File: src/rtl/fetch_sequencer.sv
// ---------------------------------------------------------------------------
// fetch_sequencer
//   Instruction fetch control for the pipeline front end. Owns the PC, issues
//   one request at a time to instruction memory, and parks each returned word
//   in a registered output slot until decode accepts it. Branch redirects
//   may arrive in any state. A response that belongs to a redirected-away
//   request is never shown to decode.
//
//   Optional statistics: define FETCH_STATS_EN to add the fetch_count and
//   stall_cycles ports. Without the macro the block has no extra ports and
//   behaves identically.
//
// Parameters
//   ADDR_W    PC / memory address width
//   DATA_W    instruction width
//   RESET_PC  first fetch address after reset
//   PC_STEP   PC increment per sequential fetch (wraps modulo 2^ADDR_W)
//
// Ports
//   clk             clock, rising edge
//   rst             synchronous reset, active-high
//   imem_req_valid  fetch request valid                      (registered)
//   imem_req_ready  memory accepts request this cycle
//   imem_req_addr   fetch address                            (registered)
//   imem_rsp_valid  response valid, single-cycle pulse
//   imem_rsp_data   response instruction word
//   redirect_valid  branch/jump redirect, single-cycle pulse
//   redirect_pc     redirect target, used as-is
//   out_valid       instruction available to decode         (registered)
//   out_ready       decode accepts instruction
//   out_instr       held instruction                         (registered)
//   out_pc          PC of out_instr                          (registered)
//   fetch_count     [FETCH_STATS_EN] instructions delivered, saturating
//   stall_cycles    [FETCH_STATS_EN] cycles held by decode, saturating
// ---------------------------------------------------------------------------
module fetch_sequencer #(
  parameter int unsigned       ADDR_W   = 32,
  parameter int unsigned       DATA_W   = 32,
  parameter logic [ADDR_W-1:0] RESET_PC = '0,
  parameter int unsigned       PC_STEP  = 4
) (
  input  logic              clk,
  input  logic              rst,
  output logic              imem_req_valid,
  input  logic              imem_req_ready,
  output logic [ADDR_W-1:0] imem_req_addr,
  input  logic              imem_rsp_valid,
  input  logic [DATA_W-1:0] imem_rsp_data,
  input  logic              redirect_valid,
  input  logic [ADDR_W-1:0] redirect_pc,
  output logic              out_valid,
  input  logic              out_ready,
  output logic [DATA_W-1:0] out_instr,
  output logic [ADDR_W-1:0] out_pc
`ifdef FETCH_STATS_EN
  ,
  output logic [15:0]       fetch_count,
  output logic [15:0]       stall_cycles
`endif
);

  localparam int unsigned CNT_W = 16;

  // REQ: request presented; WAIT: one request in flight; HOLD: word parked
  typedef enum logic [1:0] {
    ST_REQ  = 2'd0,
    ST_WAIT = 2'd1,
    ST_HOLD = 2'd2
  } state_e;

  state_e            state_q;
  logic [ADDR_W-1:0] pc_q;
  logic              req_valid_q;
  logic [ADDR_W-1:0] req_addr_q;
  logic              drop_q;
  logic              out_valid_q;
  logic [DATA_W-1:0] out_instr_q;
  logic [ADDR_W-1:0] out_pc_q;

  logic              req_fire_c;
  logic              deliver_c;
  logic [ADDR_W-1:0] pc_inc_c;

  // Request handshake only counts while the request is actually presented
  assign req_fire_c = (state_q == ST_REQ) && req_valid_q && imem_req_ready;
  assign deliver_c  = out_valid_q && out_ready;
  assign pc_inc_c   = pc_q + ADDR_W'(PC_STEP);

  // Fetch FSM with its registered outputs
  always_ff @(posedge clk) begin
    if (rst) begin
      state_q     <= ST_REQ;
      pc_q        <= RESET_PC;
      req_valid_q <= 1'b0;
      req_addr_q  <= RESET_PC;
      drop_q      <= 1'b0;
      out_valid_q <= 1'b0;
      out_instr_q <= '0;
      out_pc_q    <= '0;
    end else if (redirect_valid) begin
      // Redirect wins over everything: retarget the PC and discard the held word
      pc_q        <= redirect_pc;
      out_valid_q <= 1'b0;
      case (state_q)
        ST_REQ: begin
          if (req_fire_c) begin
            // Memory already took the old address; its response must be dropped
            state_q     <= ST_WAIT;
            req_valid_q <= 1'b0;
            drop_q      <= 1'b1;
          end else begin
            req_valid_q <= 1'b1;
            req_addr_q  <= redirect_pc;
          end
        end
        ST_WAIT: begin
          if (imem_rsp_valid) begin
            // Response for the stale address arrives now: swallow it here
            state_q     <= ST_REQ;
            drop_q      <= 1'b0;
            req_valid_q <= 1'b1;
            req_addr_q  <= redirect_pc;
          end else begin
            drop_q <= 1'b1;
          end
        end
        ST_HOLD: begin
          state_q     <= ST_REQ;
          req_valid_q <= 1'b1;
          req_addr_q  <= redirect_pc;
        end
        default: begin
          state_q     <= ST_REQ;
          drop_q      <= 1'b0;
          req_valid_q <= 1'b1;
          req_addr_q  <= redirect_pc;
        end
      endcase
    end else begin
      case (state_q)
        ST_REQ: begin
          if (req_fire_c) begin
            state_q     <= ST_WAIT;
            req_valid_q <= 1'b0;
          end else begin
            // Also raises valid on the first cycle after reset
            req_valid_q <= 1'b1;
            req_addr_q  <= pc_q;
          end
        end
        ST_WAIT: begin
          if (imem_rsp_valid) begin
            if (drop_q) begin
              state_q     <= ST_REQ;
              drop_q      <= 1'b0;
              req_valid_q <= 1'b1;
              req_addr_q  <= pc_q;
            end else begin
              state_q     <= ST_HOLD;
              out_valid_q <= 1'b1;
              out_instr_q <= imem_rsp_data;
              out_pc_q    <= pc_q;
              pc_q        <= pc_inc_c;
            end
          end
        end
        ST_HOLD: begin
          if (deliver_c) begin
            // Next request goes out on the following cycle; no prefetch
            state_q     <= ST_REQ;
            out_valid_q <= 1'b0;
            req_valid_q <= 1'b1;
            req_addr_q  <= pc_q;
          end
        end
        default: begin
          state_q     <= ST_REQ;
          drop_q      <= 1'b0;
          out_valid_q <= 1'b0;
          req_valid_q <= 1'b1;
          req_addr_q  <= pc_q;
        end
      endcase
    end
  end

  assign imem_req_valid = req_valid_q;
  assign imem_req_addr  = req_addr_q;
  assign out_valid      = out_valid_q;
  assign out_instr      = out_instr_q;
  assign out_pc         = out_pc_q;

`ifdef FETCH_STATS_EN
  localparam logic [CNT_W-1:0] CNT_MAX = '1;

  logic [CNT_W-1:0] fetch_count_q;
  logic [CNT_W-1:0] fetch_count_d;
  logic [CNT_W-1:0] stall_cycles_q;
  logic [CNT_W-1:0] stall_cycles_d;

  // Saturating event counters observed on the decode handshake
  always_comb begin
    fetch_count_d  = fetch_count_q;
    stall_cycles_d = stall_cycles_q;
    if (deliver_c && (fetch_count_q != CNT_MAX)) begin
      fetch_count_d = fetch_count_q + CNT_W'(1);
    end
    if (out_valid_q && !out_ready && (stall_cycles_q != CNT_MAX)) begin
      stall_cycles_d = stall_cycles_q + CNT_W'(1);
    end
  end

  always_ff @(posedge clk) begin
    if (rst) begin
      fetch_count_q  <= '0;
      stall_cycles_q <= '0;
    end else begin
      fetch_count_q  <= fetch_count_d;
      stall_cycles_q <= stall_cycles_d;
    end
  end

  assign fetch_count  = fetch_count_q;
  assign stall_cycles = stall_cycles_q;
`else
  // Counter width unused when statistics are compiled out
  localparam int unsigned UNUSED_CNT_W = CNT_W;
`endif

endmodule

File: config.mk
export PLATFORM = sky130hd
export DESIGN_NAME = fetch_sequencer
export DESIGN_NICKNAME = d
export VERILOG_FILES = /design/src/rtl/fetch_sequencer.sv
export SDC_FILE = /design/constraint.sdc
export NUM_CORES = 1
export LEC_CHECK = 0
export ABC_AREA = 1
export ABC_CLOCK_PERIOD_IN_PS = 2500
export BUFFER_PORTS_ARGS = -buffer_cell sky130_fd_sc_hd__buf_2
export CAP_MARGIN = 20
export CORE_MARGIN = 2
export CORE_UTILIZATION = 30
export CTS_BUF_LIST = sky130_fd_sc_hd__clkbuf_8
export CTS_CLUSTER_SIZE = 16
export DETAILED_ROUTE_END_ITERATION = 6
export PLACE_DENSITY = 0.47
export SLEW_MARGIN = 0
export SYNTH_ARGS = -nofsm -noshare
export SYNTH_HDL_FRONTEND = slang
export SYNTH_SLANG_ARGS = --single-unit
File: constraint.sdc
create_clock -name clk -period 2.5 [get_ports clk]
set_input_delay 0.5 -clock clk [delete_from_list [all_inputs] [get_ports clk]]
set_output_delay 0.5 -clock clk [all_outputs]
set_load 0.01 [all_outputs]
# After elaboration in Yosys (flattened, before gate mapping)
# Cells that the tools add are included.
dict set report classes {
  n_addsub 1
  n_eq_ne 13
  muxes 39
  bitwise 3
  reduce_logical 15
}
# operator n
set op_table {}
lappend op_table {{2-to-1 mux 32 bit} 11}
lappend op_table {{one-hot mux 32 bit (3 select lines)} 1}
lappend op_table {{one-hot mux 32 bit (2 select lines)} 1}
lappend op_table {{adder 32 x 3 -> 32 bit (second input constant)} 1}
lappend op_table {{AND reduction 4 bit} 4}
lappend op_table {{2-to-1 mux 1 bit} 13}
lappend op_table {{2-to-1 mux 2 bit} 6}
lappend op_table {{inequality test 2 bit (second input constant)} 6}
lappend op_table {{inequality test 3 bit (second input constant)} 4}
lappend op_table {{one-hot mux 1 bit (3 select lines)} 3}
lappend op_table {{one-hot mux 2 bit (3 select lines)} 1}
lappend op_table {{AND reduction 3 bit} 2}
lappend op_table {{one-hot mux 1 bit (2 select lines)} 2}
lappend op_table {{one-hot mux 2 bit (2 select lines)} 1}
lappend op_table {{nonzero test 2 bit} 2}
lappend op_table {{OR reduction 2 bit} 2}
lappend op_table {{logical AND 1 bit} 3}
lappend op_table {{NOT 1 bit} 3}
lappend op_table {{== test 2 x 1 -> 1 bit (second input constant)} 1}
lappend op_table {{== test 2 bit (second input constant)} 1}
lappend op_table {{zero test 2 bit} 1}
lappend op_table {{inequality test 2 x 1 -> 1 bit (second input constant)} 1}
lappend op_table {{AND reduction 2 bit} 1}
dict set report totals {
  regBits 133
  in_bits 70
  output_inout_bits 98
  word_cells 79
}

# Longest topological paths before layout
# Gate-level depths: netlist (run 1).
dict set report logic_depth {
  word_depth 6
  mapped_depth 11
  mapped_depth_nobuf 10
}

# Worst setup path after synthesis (run 1)
# No wires, ideal clock.
dict set report synth_timing {
  path_type {input to register}
  start {in redirect_valid}
  end {reg req_addr_q[21], in the netlist imem_req_addr[21]}
  setup_time_ps 116
  arrival_ps 1365
  required_ps 2384
  setup_slack_ps 1019
  stages 8
  path_cell_list {buf_4 nor3_1 nor2_1 nand2_2 inv_2 buf_4 nor2_1 nor2_1}
}
dict set report synth_via {
  elab_chain_cells 2
  elab_cells_between_ends 4
  cone_classes {2 x eq/ne; 1 x mux; 1 x reduce/logical}
}
# item line_no
set synth_rtl {}
lappend synth_rtl {{start, declared} 49} ;# input logic redirect_valid,
lappend synth_rtl {{inequality test 3 bit (no source line)} -}
lappend synth_rtl {{AND reduction 4 bit (no source line)} -}
lappend synth_rtl {{end signal, assigned} 113} ;# req_addr_q <= redirect_pc;
lappend synth_rtl {{end signal, assigned} 122} ;# req_addr_q <= redirect_pc;
lappend synth_rtl {{end signal, assigned} 130} ;# req_addr_q <= redirect_pc;
lappend synth_rtl {{end, declared} 74} ;# logic [ADDR_W-1:0] req_addr_q;
# Several ways; a longest one is shown, not always the timed one.
# A chain may end at the register's enable or synchronous reset.

# Final worst setup path (run 1)
dict set report layout_timing {
  start {reg pc_q[3]}
  end {reg pc_q[30]}
}
dict set report layout_via {
  elab_chain_cells 5
}
# item line_no
set layout_rtl {}
lappend layout_rtl {{start, declared} 72} ;# logic [ADDR_W-1:0] pc_q;
lappend layout_rtl {{start signal, assigned} 102} ;# pc_q <= redirect_pc;
lappend layout_rtl {{start signal, assigned} 163} ;# pc_q <= pc_inc_c;
lappend layout_rtl {{adder 32 x 3 -> 32 bit} 87} ;# assign pc_inc_c = pc_q + ADDR_W'(PC_STEP);
lappend layout_rtl {{2-to-1 mux 32 bit} 153} ;# if (drop_q) begin
lappend layout_rtl {{2-to-1 mux 32 bit} 152} ;# if (imem_rsp_valid) begin
lappend layout_rtl {{2-to-1 mux 32 bit} 140} ;# case (state_q)
lappend layout_rtl {{2-to-1 mux 32 bit} 100} ;# end else if (redirect_valid) begin
# Every way passes these cells. The select of a mux whose other input is x is not followed.

==> metrics, run 1 <==
crit-path max cell delay 0.47 ns; worst min-delay path class primary input to register; maximum number of pins on one net before global-route repair 89; ordered cell list for the critical path ha_1 > nand3_2 > inv_1 > nand2_1 > nor2_1 > nand2_1 > nand2_1 > nand3_1 > nand2_1 > inv_1; slew at the pin with the worst max-slew slack 0.6886 ns; synthesized area 6138 sq um; share of post-route cells with drive strength above 1 21.08%; number of antenna violations at the first check in global routing 1; Synth Instances 918; main flop type after synthesis dfxtp_1; final hold slack 0.2490 ns; final-layout setup total negative slack 0 ns; Highest Clock Rate 549.9 MHz; number of global-route vias before repair 5890; Detail Route Antenna Nets 0; crit path time final 1.818 ns; sequential-to-total area share from yosys stat 43.38%; PortBufs 167; count of unique library cells instantiated by Yosys 31; Die Height 147.0 um; Crit path required time 2.86 ns; min setup slack post-route 0.6816 ns; synthesis-to-layout area growth 23.34%; critical path depth 10; worst setup slack for register-to-register paths 0.68 ns; Pwr Density 652.1 nW/um^2; post-detailed-route via-to-cell ratio 4.554; # hold bufs at CTS 0; last weighted congestion value of the routability-driven placer 0.8387; number of DRC violations after detailed-routing iteration 0 327; switching power 0.001521 W; total wirelength of the detailed-routed design 19.13 mm; boundary pin count 168; clock latency reported for the late side of the worst-skew pair 0.46 ns; Worst Clk Skew 0.01286 ns; internal power of the cells 0.003416 W; total number of vias 6139; first-pass GRT wire length 31.19 mm; total CTS buffers 17; number of clock sinks 133; count of cells along the worst hold path 3; worst setup slack after placement 0.5757 ns; grt ovf 0; leading cell types by count after synthesis 271 x nor2_1, 148 x nand2_1, 133 x dfxtp_1; Hold Violations, Final 0; number of search-and-repair iterations in the first detailed-routing pass 4; final count of negative-setup-slack endpoints 0; Row Count 52; Global Route Usage Sum 18.20%; routed wirelength normalized by instance count 14.19 um; post-cts repair resize count 0; fraction of power spent switching nets 30.80%; clock transition time at the flip-flop clock pins of the worst setup and hold paths 0.09 ns; Worst setup startpoint pc_q[3]$_SDFFE_PP0P_; Core Box Area 20170 sq um; Leakage 3.690 nW; number of max-slew violations in the final report 0; DRC violations left 0; reg-to-reg critical path endpoint pc_q[30]$_SDFFE_PP0P_; path type of the worst setup path register to register; Die Width 147.0 um; count of buffers added by post-CTS timing repair for setup 0; synth warn 0; Hold Path Origin imem_rsp_data[21]; Critical Path Source Type register; dominant cells by area after synthesis dfxtp_1 43%, nor2_1 17%, o21ai_0 9.7%; RSZ-0062 raised after global routing false; logic depth of the worst register-to-register path 10; share of power burned in registers 47.5%; share of synthesized flip-flops with an asynchronous set or reset 0%; fraction of synthesized cell area taken by the top area cell type 43.38%; cell type with the highest occurrence count on the critical path nand2_1; Data arrival, critical path 2.18 ns; starting density of the core 30.43%; final worst path period share 72.74%; part of the total power dissipated in combinational logic 14.2%; number of synthesized flops with an enable pin 0; clock share of power 38.4%; worst-case clock buffer depth 2; Maximum Capacitance Violations 0; library cell with the highest instance count after synthesis nor2_1; number of synthesized register bits 133; TritonCTS clock tree yes; Syn Nets 989; sum of net half-perimeters after detailed placement 13.38 mm; headroom to the max-slew limit 54.03%; Mean Syn Cell Area 6.687 sq um; cell at the root of the clock tree clkbuf_8; H-tree levels 4; Crit Path Max Fanout 6; post-synthesis cell type with the largest combined area dfxtp_1; Buf+Inv Stages, Crit Path 2; hold path endpoint out_instr[21]$_SDFFE_PP0P_; die area 21620 sq um; Crit-path slowest cell dfxtp_1; kind of capture point of the worst setup path register; result of the run complete, no violations; Total Nets Final 1135; origin of the critical flop-to-flop path pc_q[3]$_SDFFE_PP0P_; worst ir drop on vdd 0.3104 mV; cell family with the largest share of critical-path delay simple AND/OR/NAND/NOR gates
-- worst max path at each step --
stage,to,slack [ns]
after floorplan,imem_req_addr[21]$_SDFFE_PP0P_,1.02
after global placement,out_pc[21]$_SDFFE_PP0P_,0.57
after detailed placement,out_pc[21]$_SDFFE_PP0P_,0.58
after CTS,pc_q[30]$_SDFFE_PP0P_,0.67
after global routing,pc_q[14]$_SDFFE_PP0P_,0.48
final,pc_q[30]$_SDFFE_PP0P_,0.68
-- cells in the final DEF (no fill, tap or decap), types with 2 or more instances in the layout --
master / netlist / final
nor2_1: 271 / 271
buf_2: 20 / 167
nand2_1: 148 / 148
dfxtp_1: 133 / 133
o21ai_0: 119 / 119
inv_1: 67 / 66
nand3_1: 34 / 34
a21oi_1: 27 / 27
a211oi_1: 22 / 22
clkbuf_8: 0 / 17
nand3b_1: 8 / 8
buf_4: 10 / 7
inv_2: 5 / 6
nor3_1: 6 / 6
inv_6: 0 / 5
a31oi_1: 4 / 4
nand2_2: 3 / 3
nor2_2: 3 / 3
o21a_1: 3 / 3
o21ai_1: 3 / 3
xor2_1: 3 / 3
buf_12: 0 / 3
or2_2: 2 / 2
bufinv_16: 0 / 2
clkinv_2: 0 / 2
clkinvlp_4: 0 / 2
clkinv_4: 0 / 2
inv_8: 0 / 2
-- flip-flops by register name, indices dropped and copies added (netlist names) --
name / cells
imem_req_addr: 32
out_instr: 32
out_pc: 32
pc_q: 32
state_q: 2
drop_q: 1
imem_req_valid: 1
out_valid: 1
-- per-layer routing --
metal,up-vias,global-route usage (%),wire length (um)
li1,3220,-,-
met1,2751,25.56,9518
met2,147,27.36,8216
met3,21,4.907,1097
met4,0,5.433,294
met5,-,0,0
-- layout make-up --
cell class / instances / area, sq um
antenna: 1 / 2.502
clock buffer: 17 / 234.0
clock inverter: 15 / 168.9
fill: 2261 / 12600
inverter: 72 / 270.3
multi-input combinational: 663 / 2947
sequential: 133 / 2663
tap: 270 / 337.8
timing repair buffer: 177 / 948.4
-- per-stage QoR --
| stage | cells | cell area [sq um] | power, W | utilization (%) |
|---|---|---|---|---|
| floorplan | 918 | 6138 | 0.002820 | - |
| global placement | 1315 | 7166 | 0.003100 | 35.53 |
| detailed placement | 1315 | 7166 | 0.003102 | 35.53 |
| CTS | 1347 | 7569 | 0.005000 | 37.52 |
| global route | 1348 | 7571 | 0.005211 | 37.54 |
| finish | 1348 | 7571 | 0.004937 | 37.54 |
-- tightest hold or removal path, cell delays in order --
cell	delay (ns)
buf_2	0.08
nor2_1	0.03
nor2_1	0.08
-- kinds of logic after synthesis --
kind of cell	count (synthesis)	synth area share (%)
simple gates	480	31.63
compound gates	179	15.74
flops	133	43.38
buf+inv	122	8.622
xor+xnor	3	0.4281
fa+ha+maj	1	0.2038
-- power groups by stage --
| stage | clock network [W] | registers, W | logic (W) |
|---|---|---|---|
| 2_1_floorplan | 0 | 0.00242 | 0.000401 |
| 3_3_place_gp | 0 | 0.00240 | 0.000705 |
| 3_5_place_dp | 0 | 0.00239 | 0.000708 |
| 4_1_cts | 0.00195 | 0.00234 | 0.000710 |
| 5_1_grt | 0.00205 | 0.00236 | 0.000802 |
| 6_report | 0.00189 | 0.00234 | 0.000699 |
No activity file was read; power rests on OpenSTA's default activity.
==> run 2, diff against run 1 <==
--- a/config.mk
+++ b/config.mk
@@ -6,7 +6,7 @@
 export NUM_CORES = 1
 export LEC_CHECK = 0
 export ABC_AREA = 1
-export ABC_CLOCK_PERIOD_IN_PS = 2500
+export ABC_CLOCK_PERIOD_IN_PS = 1800
 export BUFFER_PORTS_ARGS = -buffer_cell sky130_fd_sc_hd__buf_2
 export CAP_MARGIN = 20
 export CORE_MARGIN = 2
==> constraint.sdc (replaced) <==
create_clock -name clk -period 1.8 [get_ports clk]
set_input_delay 0.36 -clock clk [delete_from_list [all_inputs] [get_ports clk]]
set_output_delay 0.36 -clock clk [all_outputs]
set_load 0.01 [all_outputs]
==> run 2 against run 1 <==
- first-iteration DRC count increased by 39%
- clock power increased by 60%
- highest routed layer is now met5
- non-clock buffer count increased by 11
- core utilization increased by 0.97 points
- sequential power increased by 39%
- global-route usage increased by 0.29 points
- die area unchanged
- sequential share of layout area decreased by 0.87 points
- critical path type unchanged
- worst setup slack got worse by 0.46 ns
- clock skew about the same
- total power increased by 48%
- flip-flop and latch count unchanged
==> metrics, run 2 (synthesis gave the netlist of run 1 again) <==
summed area of non-filler cells in the final layout 7766 sq um (was 7571 sq um); clock latency reported for the late side of the worst-skew pair 0.46 ns (about the same); cell at the root of the clock tree clkbuf_8 (unchanged); post-detailed-route via-to-cell ratio 4.536 (was 4.554); Global Route Usage Sum 18.49% (was 18.20%); Maximum Capacitance Violations 0 (unchanged); part of the total power dissipated in combinational logic 13.8% (was 14.2%); synthesis-to-layout area growth 26.52% (was 23.34%); crit-path max cell delay 0.38 ns (was 0.47 ns); crit path time final 1.581 ns (was 1.818 ns); clock share of power 41.5% (was 38.4%); last weighted congestion value of the routability-driven placer 0.8591 (was 0.8387); share of power burned in registers 44.7% (was 47.5%); Die Height 147.0 um (unchanged); Worst setup startpoint pc_q[3]$_SDFFE_PP0P_ (unchanged); number of max-slew violations in the final report 0 (unchanged); Critical Path Source Type register (unchanged); slew at the pin with the worst max-slew slack 0.5672 ns (was 0.6886 ns); final worst path period share 87.85% (was 72.74%); internal power of the cells 0.005191 W (was 0.003416 W); starting density of the core 30.43% (unchanged); Highest Clock Rate 632.4 MHz (was 549.9 MHz); first-pass GRT wire length 31.67 mm (was 31.19 mm); number of search-and-repair iterations in the first detailed-routing pass 5 (was 4); total wirelength of the detailed-routed design 19.71 mm (was 19.13 mm); Data arrival, critical path 1.94 ns (was 2.18 ns); kind of capture point of the worst setup path register (unchanged); sum of net half-perimeters after detailed placement 14.29 mm (was 13.38 mm); total CTS buffers 17 (unchanged); Total Nets Final 1146 (was 1135); boundary pin count 168 (unchanged); cell family with the largest share of critical-path delay simple AND/OR/NAND/NOR gates (unchanged); RSZ-0062 raised after global routing false (unchanged); Worst Clk Skew 0.01274 ns (was 0.01286 ns); Crit path required time 2.16 ns (was 2.86 ns); Core Box Area 20170 sq um (unchanged); worst ir drop on vdd 0.3952 mV (was 0.3104 mV); number of fill cells 2247 (was 2261); DRC violations left 0 (unchanged); path type of the worst setup path register to register (unchanged); Buf+Inv Stages, Crit Path 2 (unchanged); grt ovf 0 (unchanged); Hold Violations, Final 0 (unchanged); clock transition time at the flip-flop clock pins of the worst setup and hold paths 0.09 ns (about the same); Final Power 0.007305 W (was 0.004937 W); Pwr Density 940.6 nW/um^2 (was 652.1 nW/um^2); maximum number of pins on one net before global-route repair 84 (was 89); total number of vias 6165 (was 6139); number of global-route vias before repair 5947 (was 5890); die area 21620 sq um (unchanged); Hold Path Origin imem_rsp_data[21] (unchanged); Leakage 3.791 nW (was 3.690 nW); fraction of power spent switching nets 28.93% (was 30.80%); final hold slack 0.1127 ns (was 0.2490 ns); Crit-path slowest cell dfxtp_2 (was dfxtp_1); headroom to the max-slew limit 62.19% (was 54.03%); Cell Area, Placed 7273 sq um (was 7166 sq um); PortBufs 167 (unchanged); final count of negative-setup-slack endpoints 0 (unchanged); count of buffers added by post-CTS timing repair for setup 0 (unchanged); number of clock sinks 133 (unchanged); worst setup slack for register-to-register paths 0.22 ns (was 0.68 ns); commonest non-fill, non-tap cell in the layout nor2_1 (unchanged); routed wirelength normalized by instance count 14.51 um (was 14.19 um); origin of the critical flop-to-flop path pc_q[3]$_SDFFE_PP0P_ (unchanged); commonest cells after routing, fill and taps aside 270 x nor2_1, 167 x buf_2, 148 x nand2_1 (was 271 x nor2_1, 167 x buf_2, 148 x nand2_1); ordered cell list for the critical path ha_1 > nand3_2 > inv_1 > nand2_1 > o21ai_0 > nand3b_1 > nand2_1 > inv_1 (was ha_1 > nand3_2 > inv_1 > nand2_1 > nor2_1 > nand2_1 > nand2_1 > nand3_1 > nand2_1 > inv_1); worst-case clock buffer depth 2 (unchanged); Row Count 52 (unchanged); Detail Route Antenna Nets 0 (unchanged); H-tree levels 4 (unchanged); area used by multi-input combinational logic 2959 sq um (was 2947 sq um); share of post-route cells with drive strength above 1 22.06% (was 21.08%); switching power 0.002114 W (was 0.001521 W); worst min-delay path class primary input to register (unchanged); Crit Path Max Fanout 6 (unchanged); Die Width 147.0 um (unchanged); number of DRC violations after detailed-routing iteration 0 454 (was 327); number of antenna violations at the first check in global routing 2 (was 1); sequential cell area 2664 sq um (was 2663 sq um); result of the run complete, no violations (unchanged); TritonCTS clock tree yes (unchanged)
## run 2: cell types whose count changed in the layout (fill, tap and decap cells not counted), sizes merged
| cell | delta |
|---|---|
| buf | +11 |
| bufinv | +3 |
| clkinvlp | -2 |
| inv | -1 |
## run 2: area by class of cell
type                    instances  share of cell area [%]
diodes                          1                 0.03222
clock buffers                  17                   3.013
clock inverters                15                   3.093
inverters                      72                   3.512
multi-input cells             663                   38.10
flip-flops and latches        133                   34.30
well taps                     270                   4.350
repair buffers                188                   13.60
## run 2: through the flow
| step | util, % | worst slack, ns | std cells | setup TNS [ns] |
|---|---|---|---|---|
| finish | 38.51 | 0.2188 | 1359 | 0 |
| global route | 38.51 | 0.04680 | 1359 | 0 |
| CTS | 38.42 | 0.08025 | 1358 | 0 |
| detailed placement | 36.06 | -0.01793 | 1326 | -0.02125 |
| global placement | 36.06 | 0.03880 | 1326 | 0 |
| floorplan | - | 0.3621 | 918 | 0 |
## run 2: path summary, 6_finish.rpt
| check | endpoint | cells past startpoint |
|---|---|---|
| hold reg to reg | imem_req_addr[5]$_SDFFE_PP0P_ | 2 |
| hold / removal | out_instr[21]$_SDFFE_PP0P_ | 3 |
| setup / recovery | pc_q[16]$_SDFFE_PP0P_ | 8 |
| setup reg to reg | pc_q[16]$_SDFFE_PP0P_ | 8 |
## run 2: worst reg2reg max path, stage by stage, from the launching register on
cell and delay, ns:
dfxtp_2 0.38, ha_1 0.21, nand3_2 0.10, inv_1 0.11
nand2_1 0.16, o21ai_0 0.31, nand3b_1 0.11, nand2_1 0.06
inv_1 0.04
## run 2: metal layers
metal / share of wire, % / global-route usage [%]
met1: 50 / 25.63
met2: 44 / 28.36
met3: 5.4 / 4.876
met4: 1.4 / 5.337
met5: 0.066 / 0
## run 2: repair_timing
item                                    in CTS  in global routing
resized for setup                            1                  5
endpoints found under the setup margin       2                  9
pin swaps                                    0                  1
hold buffers                                 0                  0
## run 2: power groups by stage
stage               Combinational (W)  Sequential (W)  Clock, W
floorplan                    0.000557         0.00336         0
global placement              0.00102         0.00333         0
detailed placement            0.00102         0.00333         0
CTS                           0.00103         0.00326   0.00312
global route                  0.00115         0.00329   0.00323
finish                        0.00101         0.00326   0.00303
